`src/rtl/cpu_pkg.sv`:
```
// Shared CPU datapath types: default register-file geometry, address and word types.
package cpu_pkg;

  localparam int unsigned WORD_W = 16;
  localparam int unsigned NREGS  = 16;

  typedef logic [$clog2(NREGS)-1:0] reg_addr_t;
  typedef logic [WORD_W-1:0]        word_t;

endpackage

```
`src/rtl/reg_file_if.sv`:
```
// Register-file bus: writeback write port, decode mark port and two operand read ports.
//   master: writeback/decode/operand-fetch side (drives requests, receives read data)
//   slave : reg_file
interface reg_file_if
  import cpu_pkg::*;
#(
  parameter int unsigned WIDTH = WORD_W,
  parameter int unsigned DEPTH = NREGS
);
  localparam int unsigned AW = $clog2(DEPTH);

  logic             we;
  logic [AW-1:0]    waddr;
  logic [WIDTH-1:0] wdata;
  logic             mark;
  logic [AW-1:0]    mark_addr;
  logic             re_a;
  logic [AW-1:0]    raddr_a;
  logic             re_b;
  logic [AW-1:0]    raddr_b;
  logic [WIDTH-1:0] rdata_a;
  logic             rvalid_a;
  logic             rbusy_a;
  logic [WIDTH-1:0] rdata_b;
  logic             rvalid_b;
  logic             rbusy_b;

  modport master (
    output we, waddr, wdata, mark, mark_addr,
    output re_a, raddr_a, re_b, raddr_b,
    input  rdata_a, rvalid_a, rbusy_a,
    input  rdata_b, rvalid_b, rbusy_b
  );

  modport slave (
    input  we, waddr, wdata, mark, mark_addr,
    input  re_a, raddr_a, re_b, raddr_b,
    output rdata_a, rvalid_a, rbusy_a,
    output rdata_b, rvalid_b, rbusy_b
  );

endinterface

```
`src/rtl/reg_read_port.sv`:
```
// One registered operand read port of the register file.
//   clk, rst_n          : clock, synchronous active-low reset
//   mem, pend           : current storage array and pending vector
//   we/waddr/wdata      : same-cycle write, bypassed into the read
//   mark/mark_addr      : same-cycle mark, bypassed into the busy bit
//   re/raddr            : read request
//   rdata/rvalid/rbusy  : registered read response (one cycle latency)
module reg_read_port
  import cpu_pkg::*;
#(
  parameter int unsigned WIDTH    = WORD_W,
  parameter int unsigned DEPTH    = NREGS,
  parameter bit          ZERO_REG = 1'b0,
  parameter int unsigned AW       = $clog2(DEPTH)
) (
  input  logic                        clk,
  input  logic                        rst_n,
  input  logic [DEPTH-1:0][WIDTH-1:0] mem,
  input  logic [DEPTH-1:0]            pend,
  input  logic                        we,
  input  logic [AW-1:0]               waddr,
  input  logic [WIDTH-1:0]            wdata,
  input  logic                        mark,
  input  logic [AW-1:0]               mark_addr,
  input  logic                        re,
  input  logic [AW-1:0]               raddr,
  output logic [WIDTH-1:0]            rdata,
  output logic                        rvalid,
  output logic                        rbusy
);

  localparam logic [AW:0] DEPTH_L = (AW+1)'(DEPTH);

  logic             in_range;
  logic             hidden;
  logic             wr_hit;
  logic             mk_hit;
  logic [WIDTH-1:0] arr_data;
  logic             arr_busy;
  logic [WIDTH-1:0] data_c;
  logic             busy_c;

  // Select, bypass and mask; out-of-range and hard-zero addresses read as 0/not busy.
  always_comb begin
    in_range = ({1'b0, raddr} < DEPTH_L);
    hidden   = !in_range || (ZERO_REG && (raddr == '0));
    wr_hit   = we && (waddr == raddr);
    mk_hit   = mark && (mark_addr == raddr);
    arr_data = '0;
    arr_busy = 1'b0;
    if (in_range) begin
      arr_data = mem[raddr];
      arr_busy = pend[raddr];
    end
    data_c = wr_hit ? wdata : arr_data;
    // A same-cycle mark beats a same-cycle write clear.
    busy_c = mk_hit | (arr_busy & ~wr_hit);
    if (hidden) begin
      data_c = '0;
      busy_c = 1'b0;
    end
  end

  // Output registers; data and busy hold when no read is issued.
  always_ff @(posedge clk) begin
    if (!rst_n) begin
      rdata  <= '0;
      rbusy  <= 1'b0;
      rvalid <= 1'b0;
    end else begin
      rvalid <= re;
      if (re) begin
        rdata <= data_c;
        rbusy <= busy_c;
      end
    end
  end

endmodule

```
`src/rtl/reg_file.sv`:
```
// Multi-port CPU register file: storage array, per-register pending bits and
// two independent registered read ports with write/mark bypass.
//   clk   : clock, rising edge
//   rst_n : synchronous active-low reset
//   rf    : register-file bus (slave side)
module reg_file
  import cpu_pkg::*;
#(
  parameter int unsigned WIDTH    = WORD_W,
  parameter int unsigned DEPTH    = NREGS,
  parameter bit          ZERO_REG = 1'b0
) (
  input  logic       clk,
  input  logic       rst_n,
  reg_file_if.slave  rf
);

  localparam int unsigned AW = $clog2(DEPTH);

  logic [DEPTH-1:0][WIDTH-1:0] mem_q;
  logic [DEPTH-1:0]            pend_q;
  logic [DEPTH-1:0]            pend_d;
  logic [DEPTH-1:0]            wr_hit;
  logic [DEPTH-1:0]            mk_hit;

  // Per-register write/mark decode; addresses beyond DEPTH match nothing and are dropped.
  always_comb begin
    wr_hit = '0;
    mk_hit = '0;
    pend_d = pend_q;
    for (int i = 0; i < int'(DEPTH); i++) begin
      if (!(ZERO_REG && (i == 0))) begin
        wr_hit[i] = rf.we   && (rf.waddr     == AW'(i));
        mk_hit[i] = rf.mark && (rf.mark_addr == AW'(i));
      end
      pend_d[i] = mk_hit[i] | (pend_q[i] & ~wr_hit[i]);
    end
  end

  // Storage array and pending vector.
  always_ff @(posedge clk) begin
    if (!rst_n) begin
      mem_q  <= '0;
      pend_q <= '0;
    end else begin
      for (int i = 0; i < int'(DEPTH); i++) begin
        if (wr_hit[i]) mem_q[i] <= rf.wdata;
      end
      pend_q <= pend_d;
    end
  end

  reg_read_port #(
    .WIDTH    (WIDTH),
    .DEPTH    (DEPTH),
    .ZERO_REG (ZERO_REG),
    .AW       (AW)
  ) u_port_a (
    .clk       (clk),
    .rst_n     (rst_n),
    .mem       (mem_q),
    .pend      (pend_q),
    .we        (rf.we),
    .waddr     (rf.waddr),
    .wdata     (rf.wdata),
    .mark      (rf.mark),
    .mark_addr (rf.mark_addr),
    .re        (rf.re_a),
    .raddr     (rf.raddr_a),
    .rdata     (rf.rdata_a),
    .rvalid    (rf.rvalid_a),
    .rbusy     (rf.rbusy_a)
  );

  reg_read_port #(
    .WIDTH    (WIDTH),
    .DEPTH    (DEPTH),
    .ZERO_REG (ZERO_REG),
    .AW       (AW)
  ) u_port_b (
    .clk       (clk),
    .rst_n     (rst_n),
    .mem       (mem_q),
    .pend      (pend_q),
    .we        (rf.we),
    .waddr     (rf.waddr),
    .wdata     (rf.wdata),
    .mark      (rf.mark),
    .mark_addr (rf.mark_addr),
    .re        (rf.re_b),
    .raddr     (rf.raddr_b),
    .rdata     (rf.rdata_b),
    .rvalid    (rf.rvalid_b),
    .rbusy     (rf.rbusy_b)
  );

endmodule

```
`src/flat_wrapper.sv`:
```
// flat-port wrapper written by rule: the top's interface ports become plain ports
module reg_file_flat import cpu_pkg::*;
#(
  parameter int unsigned WIDTH    = WORD_W,
  parameter int unsigned DEPTH    = NREGS,
  parameter bit          ZERO_REG = 1'b0
)
  (clk, rst_n, rf_we, rf_waddr, rf_wdata, rf_mark, rf_mark_addr, rf_re_a, rf_raddr_a, rf_re_b, rf_raddr_b, rf_rdata_a, rf_rvalid_a, rf_rbusy_a, rf_rdata_b, rf_rvalid_b, rf_rbusy_b);
  reg_file_if #(.WIDTH(WIDTH), .DEPTH(DEPTH)) rf_i ();
  input  logic clk;
  input  logic rst_n;
  input wire logic [$bits(rf_i.we)-1:0] rf_we;
  input wire logic [$bits(rf_i.waddr)-1:0] rf_waddr;
  input wire logic [$bits(rf_i.wdata)-1:0] rf_wdata;
  input wire logic [$bits(rf_i.mark)-1:0] rf_mark;
  input wire logic [$bits(rf_i.mark_addr)-1:0] rf_mark_addr;
  input wire logic [$bits(rf_i.re_a)-1:0] rf_re_a;
  input wire logic [$bits(rf_i.raddr_a)-1:0] rf_raddr_a;
  input wire logic [$bits(rf_i.re_b)-1:0] rf_re_b;
  input wire logic [$bits(rf_i.raddr_b)-1:0] rf_raddr_b;
  output wire logic [$bits(rf_i.rdata_a)-1:0] rf_rdata_a;
  output wire logic [$bits(rf_i.rvalid_a)-1:0] rf_rvalid_a;
  output wire logic [$bits(rf_i.rbusy_a)-1:0] rf_rbusy_a;
  output wire logic [$bits(rf_i.rdata_b)-1:0] rf_rdata_b;
  output wire logic [$bits(rf_i.rvalid_b)-1:0] rf_rvalid_b;
  output wire logic [$bits(rf_i.rbusy_b)-1:0] rf_rbusy_b;
  assign rf_i.we = rf_we;
  assign rf_i.waddr = rf_waddr;
  assign rf_i.wdata = rf_wdata;
  assign rf_i.mark = rf_mark;
  assign rf_i.mark_addr = rf_mark_addr;
  assign rf_i.re_a = rf_re_a;
  assign rf_i.raddr_a = rf_raddr_a;
  assign rf_i.re_b = rf_re_b;
  assign rf_i.raddr_b = rf_raddr_b;
  assign rf_rdata_a = rf_i.rdata_a;
  assign rf_rvalid_a = rf_i.rvalid_a;
  assign rf_rbusy_a = rf_i.rbusy_a;
  assign rf_rdata_b = rf_i.rdata_b;
  assign rf_rvalid_b = rf_i.rvalid_b;
  assign rf_rbusy_b = rf_i.rbusy_b;
  reg_file #(.WIDTH(WIDTH), .DEPTH(DEPTH), .ZERO_REG(ZERO_REG)) u_core (.clk(clk), .rst_n(rst_n), .rf(rf_i));
endmodule
```
`config.mk`:
```
export PLATFORM = sky130hd
export DESIGN_NAME = reg_file_flat
export DESIGN_NICKNAME = d
export VERILOG_FILES = /design/src/rtl/cpu_pkg.sv /design/src/rtl/reg_file_if.sv /design/src/rtl/reg_read_port.sv /design/src/rtl/reg_file.sv /design/src/flat_wrapper.sv
export SDC_FILE = /design/constraint.sdc
export NUM_CORES = 1
export LEC_CHECK = 0
export CAP_MARGIN = 5
export CORE_MARGIN = 2
export CORE_UTILIZATION = 50
export DETAILED_ROUTE_END_ITERATION = 8
export GPL_TIMING_DRIVEN = 0
export PLACE_DENSITY = 0.75
export SYNTH_ARGS = -nofsm -noshare
export SYNTH_HDL_FRONTEND = slang
export SYNTH_SLANG_ARGS = --single-unit
export TNS_END_PERCENT = 30
```
`constraint.sdc`:
```
create_clock -name clk -period 5.3 [get_ports clk]
set_input_delay 1.06 -clock clk [delete_from_list [all_inputs] [get_ports clk]]
set_output_delay 1.06 -clock clk [all_outputs]
set_load 0.01 [all_outputs]
```
==> metrics.md, run 1 <==
| Metric | Value |
|---|---|
| Layout area overhead | 13.8% |
| Final Cycle Share | 57.1% |
| Register-to-register setup slack | 3.56 ns |
| Layout cells sized above 1 | 14.1% |
| CP max-delay cell | clkbuf_1 |
| Initial antenna violation count | 2 |
| Cts bufs inserted | 34 |
| Worst path most repeated cell | clkbuf_1 |
| CP Max Fanout | 10 |
| Placed Area | 16200 sq um |
| Post-Synth Simple-Gate Area | 17.9% |
| Most frequent cells in the layout | nand2_1, dfxtp_1, a21oi_1 |
| Setup violations, final | 0 |
| Final number of hold-violating endpoints | 0 |
| R2R Path Start | u_core.mem_q[114]$_SDFFE_PN0P_ |
| Arr. time, crit path | 3.40 ns |
| Drt initial violations | 2204 |
| Total I/O pin count | 74 |
| Adder-cell share of the synthesized area | 0% |
| Site row count | 64 |
| First-pass GRT wire length | 83100 microns |
| Max clock buf depth | 3 |
| Clock H-tree levels | 2 |
| CTS tree | done |
| Critical Path Max Stage Delay | 0.64 ns |
| Cell Pwr Density | 316 nW/um^2 |
| Outcome | completed |
| DRC viols | 0 |
| Post-synthesis mux area share | 20.6% |
| PortBufs | 40 |
| CTS root buf | clkbuf_16 |
| WL final | 55800 microns |
| Routability cong. | 0.993 |
| Setup TNS | 0 ns |
| Fin area | 17500 sq um |
| Die H | 179 microns |
| HP Class | reg2reg |
| Worst hold start | u_core.mem_q[187]$_SDFFE_PN0P_ |
| Crit path time final | 3.03 ns |
| Total Power | 5.51 mW |
| RR Endpoint | u_core.u_port_a.rdata[2]$_SDFFE_PN0P_ |
| Crit. End Element | flip-flop |
| Placed cells | 2154 |
| Total GRT Usage | 35.1% |
| Netlist cell types | 36 |
| Post-CTS Hold Buffers | 0 |
| Static Leak | 5.87 nW |
| RSZ-0062 raised after global routing | false |
| Largest net degree at the start of global routing | 15 |
| Yosys Warn Count | 0 |
| Die W | 179 microns |
| Xor/xnor share of the synthesized area | 0.913% |
| Startpoint types | primary input |
| DPL Wire Length | 39500 microns |
| Largest family of logic cells by synthesized area | multiplexers |
| Total gr overflow | 0 |
| Critical path type | in2reg |
| Vias | 14500 |
| Max VDD drop | 0.230 mV |
| Clock Sinks | 308 |
| Fmax | 330 MHz |
| Vias per cell | 6.54 |
| CTS resizes | 0 |
| Sequential fraction of the synthesis area | 40.2% |
| Worst-Margin Slew | 1.38 ns |
| Syn Area/Cell | 8.93 sq um |
| Core box area | 30400 sq um |
| Clock transition at the registers of the reported paths | 0.06 ns |
| Setup bufs post-CTS | 0 |
| Starting density of the core | 50.4% |
| Worst Path Required | 5.67 ns |
| Clock Skews | 0.00760 ns |
| Nets | 1832 |
| Post-synthesis net count | 1756 |
| Worst-case reg-to-reg path depth | 4 |
| Compound-Gate Fraction of Synth Area | 14.9% |
| Fillers | 2646 |
| Final Non-Filler Cells | 2217 |
| Max-slew violation count | 0 |
| Worst-Skew Late Latency | 0.53 ns |
| Commonest non-fill, non-tap cell in the layout | nand2_1 |
| Die Footprint | 32100 sq um |
| Post-Synthesis Cells | 1718 |
| Post-synthesis register bit count | 308 |
| Max transition margin | 7.04% |
| ANT nets after route | 0 |
| Critical path cell sequence | clkdlybuf4s50_1 > inv_1 > clkbuf_1 > clkbuf_1 > clkbuf_1 > a21oi_1 |
| WL/cell | 25.2 microns |
| Post-Syn Area | 15300 sq um |
| Worst Hold End | u_core.mem_q[187]$_SDFFE_PN0P_ |
| # Max-Cap Violations | 0 |
| Hold Crit Depth | 2 |
| Vias in the first global route | 14300 |
| DR pass1 iterations | 8 |
## metrics by stage
step / hold slack [ns] / utilization, % / setup slack [ns]
2_1_floorplan: 0.440 / - / 2.80
3_3_place_gp: 0.448 / 53.4 / 1.92
3_5_place_dp: 0.457 / 53.4 / 1.87
4_1_cts: 0.467 / 57.4 / 2.40
5_1_grt: 0.480 / 57.4 / 2.19
6_report: 0.467 / 57.4 / 2.27
## per-layer routing
metal / vias up / GRT usage, % / wire [microns] / part of all wire (%)
li1: 6190 / - / - / -
met1: 6906 / 43.0 / 19600 / 35
met2: 1142 / 55.1 / 25200 / 45
met3: 265 / 10.5 / 7770 / 14
met4: 2 / 19.6 / 3220 / 5.8
met5: - / 0.962 / 35 / 0.063
## cells in the mapped netlist, drive strengths merged
cell	count	area [sq um]
a22oi	77	578
nor2	101	387
and3	5	31.3
nor3b	1	7.51
nand2b	2	12.5
or3b	1	11.3
clkbuf	117	439
inv	5	18.8
mux4	136	3090
o31ai	2	15.0
a32oi	5	43.8
mux2	2	22.5
nand2	559	2100
o21ai	2	10.0
nand3	9	45.0
and2	3	18.8
and3b	2	17.5
mux2i	4	40.0
o221a	32	360
nand3b	2	15.0
nor2b	8	50.1
xor2	8	70.1
buf	55	394
dfxtp	308	6170
or3	2	12.5
a21oi	256	1280
nor3	6	41.3
xnor2	8	70.1
## cell type report
class / count / area, sq um / area share [%]
Antenna cell: 2 / 5.00 / 0.0287
Buffer: 172 / 833 / 4.77
Tap cell: 396 / 495 / 2.84
Clock inverter: 16 / 219 / 1.25
Timing Repair Buffer: 40 / 400 / 2.29
Multi-Input combinational cell: 1233 / 8330 / 47.7
Inverter: 5 / 18.8 / 0.107
Clock buffer: 45 / 996 / 5.70
Sequential cell: 308 / 6170 / 35.3
## sequential cells by signal (all words and copies together) (netlist names)
signal	cells
u_core.u_port_a.rbusy	1
u_core.u_port_b.rvalid	1
u_core.u_port_b.rdata	16
u_core.u_port_a.rdata	16
u_core.pend_q	16
u_core.u_port_b.rbusy	1
u_core.u_port_a.rvalid	1
u_core.mem_q	256
## worst max-delay path, delay by kind of cell
kind	cells	cell delay [ns]
buf+inv	5	2.23
compound gates	1	0.09
## cell families after synthesis
kind of cell	after synthesis
and+or+nand+nor	701
buffers and inverters	177
DFF	308
AOI/OAI and AO/OA	374
muxes	142
xor gates and xnor gates	16
## report_power, final
part / internal [mW] / switching (mW) / total, mW / leakage (nW)
sequential: 2.36 / 0.0344 / 2.39 / 2.49
combinational: 0.181 / 0.347 / 0.528 / 2.79
clock: 1.57 / 1.02 / 2.59 / 0.589
total: 4.11 / 1.40 / 5.51 / 5.87
## worst max-delay path by stage
stage                  startpoint                                     to  depth (start not counted)
global route                rst_n         u_core.mem_q[245]$_SDFFE_PN0P_                          6
finish                      rst_n          u_core.mem_q[25]$_SDFFE_PN0P_                          6
global placement            rst_n         u_core.mem_q[226]$_SDFFE_PN0P_                          6
detailed placement          rst_n         u_core.mem_q[227]$_SDFFE_PN0P_                          6
floorplan           rf_raddr_a[3]  u_core.u_port_a.rdata[4]$_SDFFE_PN0P_                          6
CTS                         rst_n         u_core.mem_q[124]$_SDFFE_PN0P_                          6
Note: power is estimated with default switching activity, not from simulation.
==> run 2, diff against run 1 <==
clock period = 3.1 ns   (was 5.3 ns; I/O delays follow)
==> results of run 2 <==
The final DEF is identical to that of run 1. Status: completed.
Main changes from that run: setup slack after placement 1.87 ns -> 0.114 ns; setup slack after layout 2.27 ns -> 0.514 ns; register-to-register setup slack 3.56 ns -> 1.36 ns; total power 5.51 mW -> 9.42 mW; worst IR drop on VDD 0.230 mV -> 0.394 mV
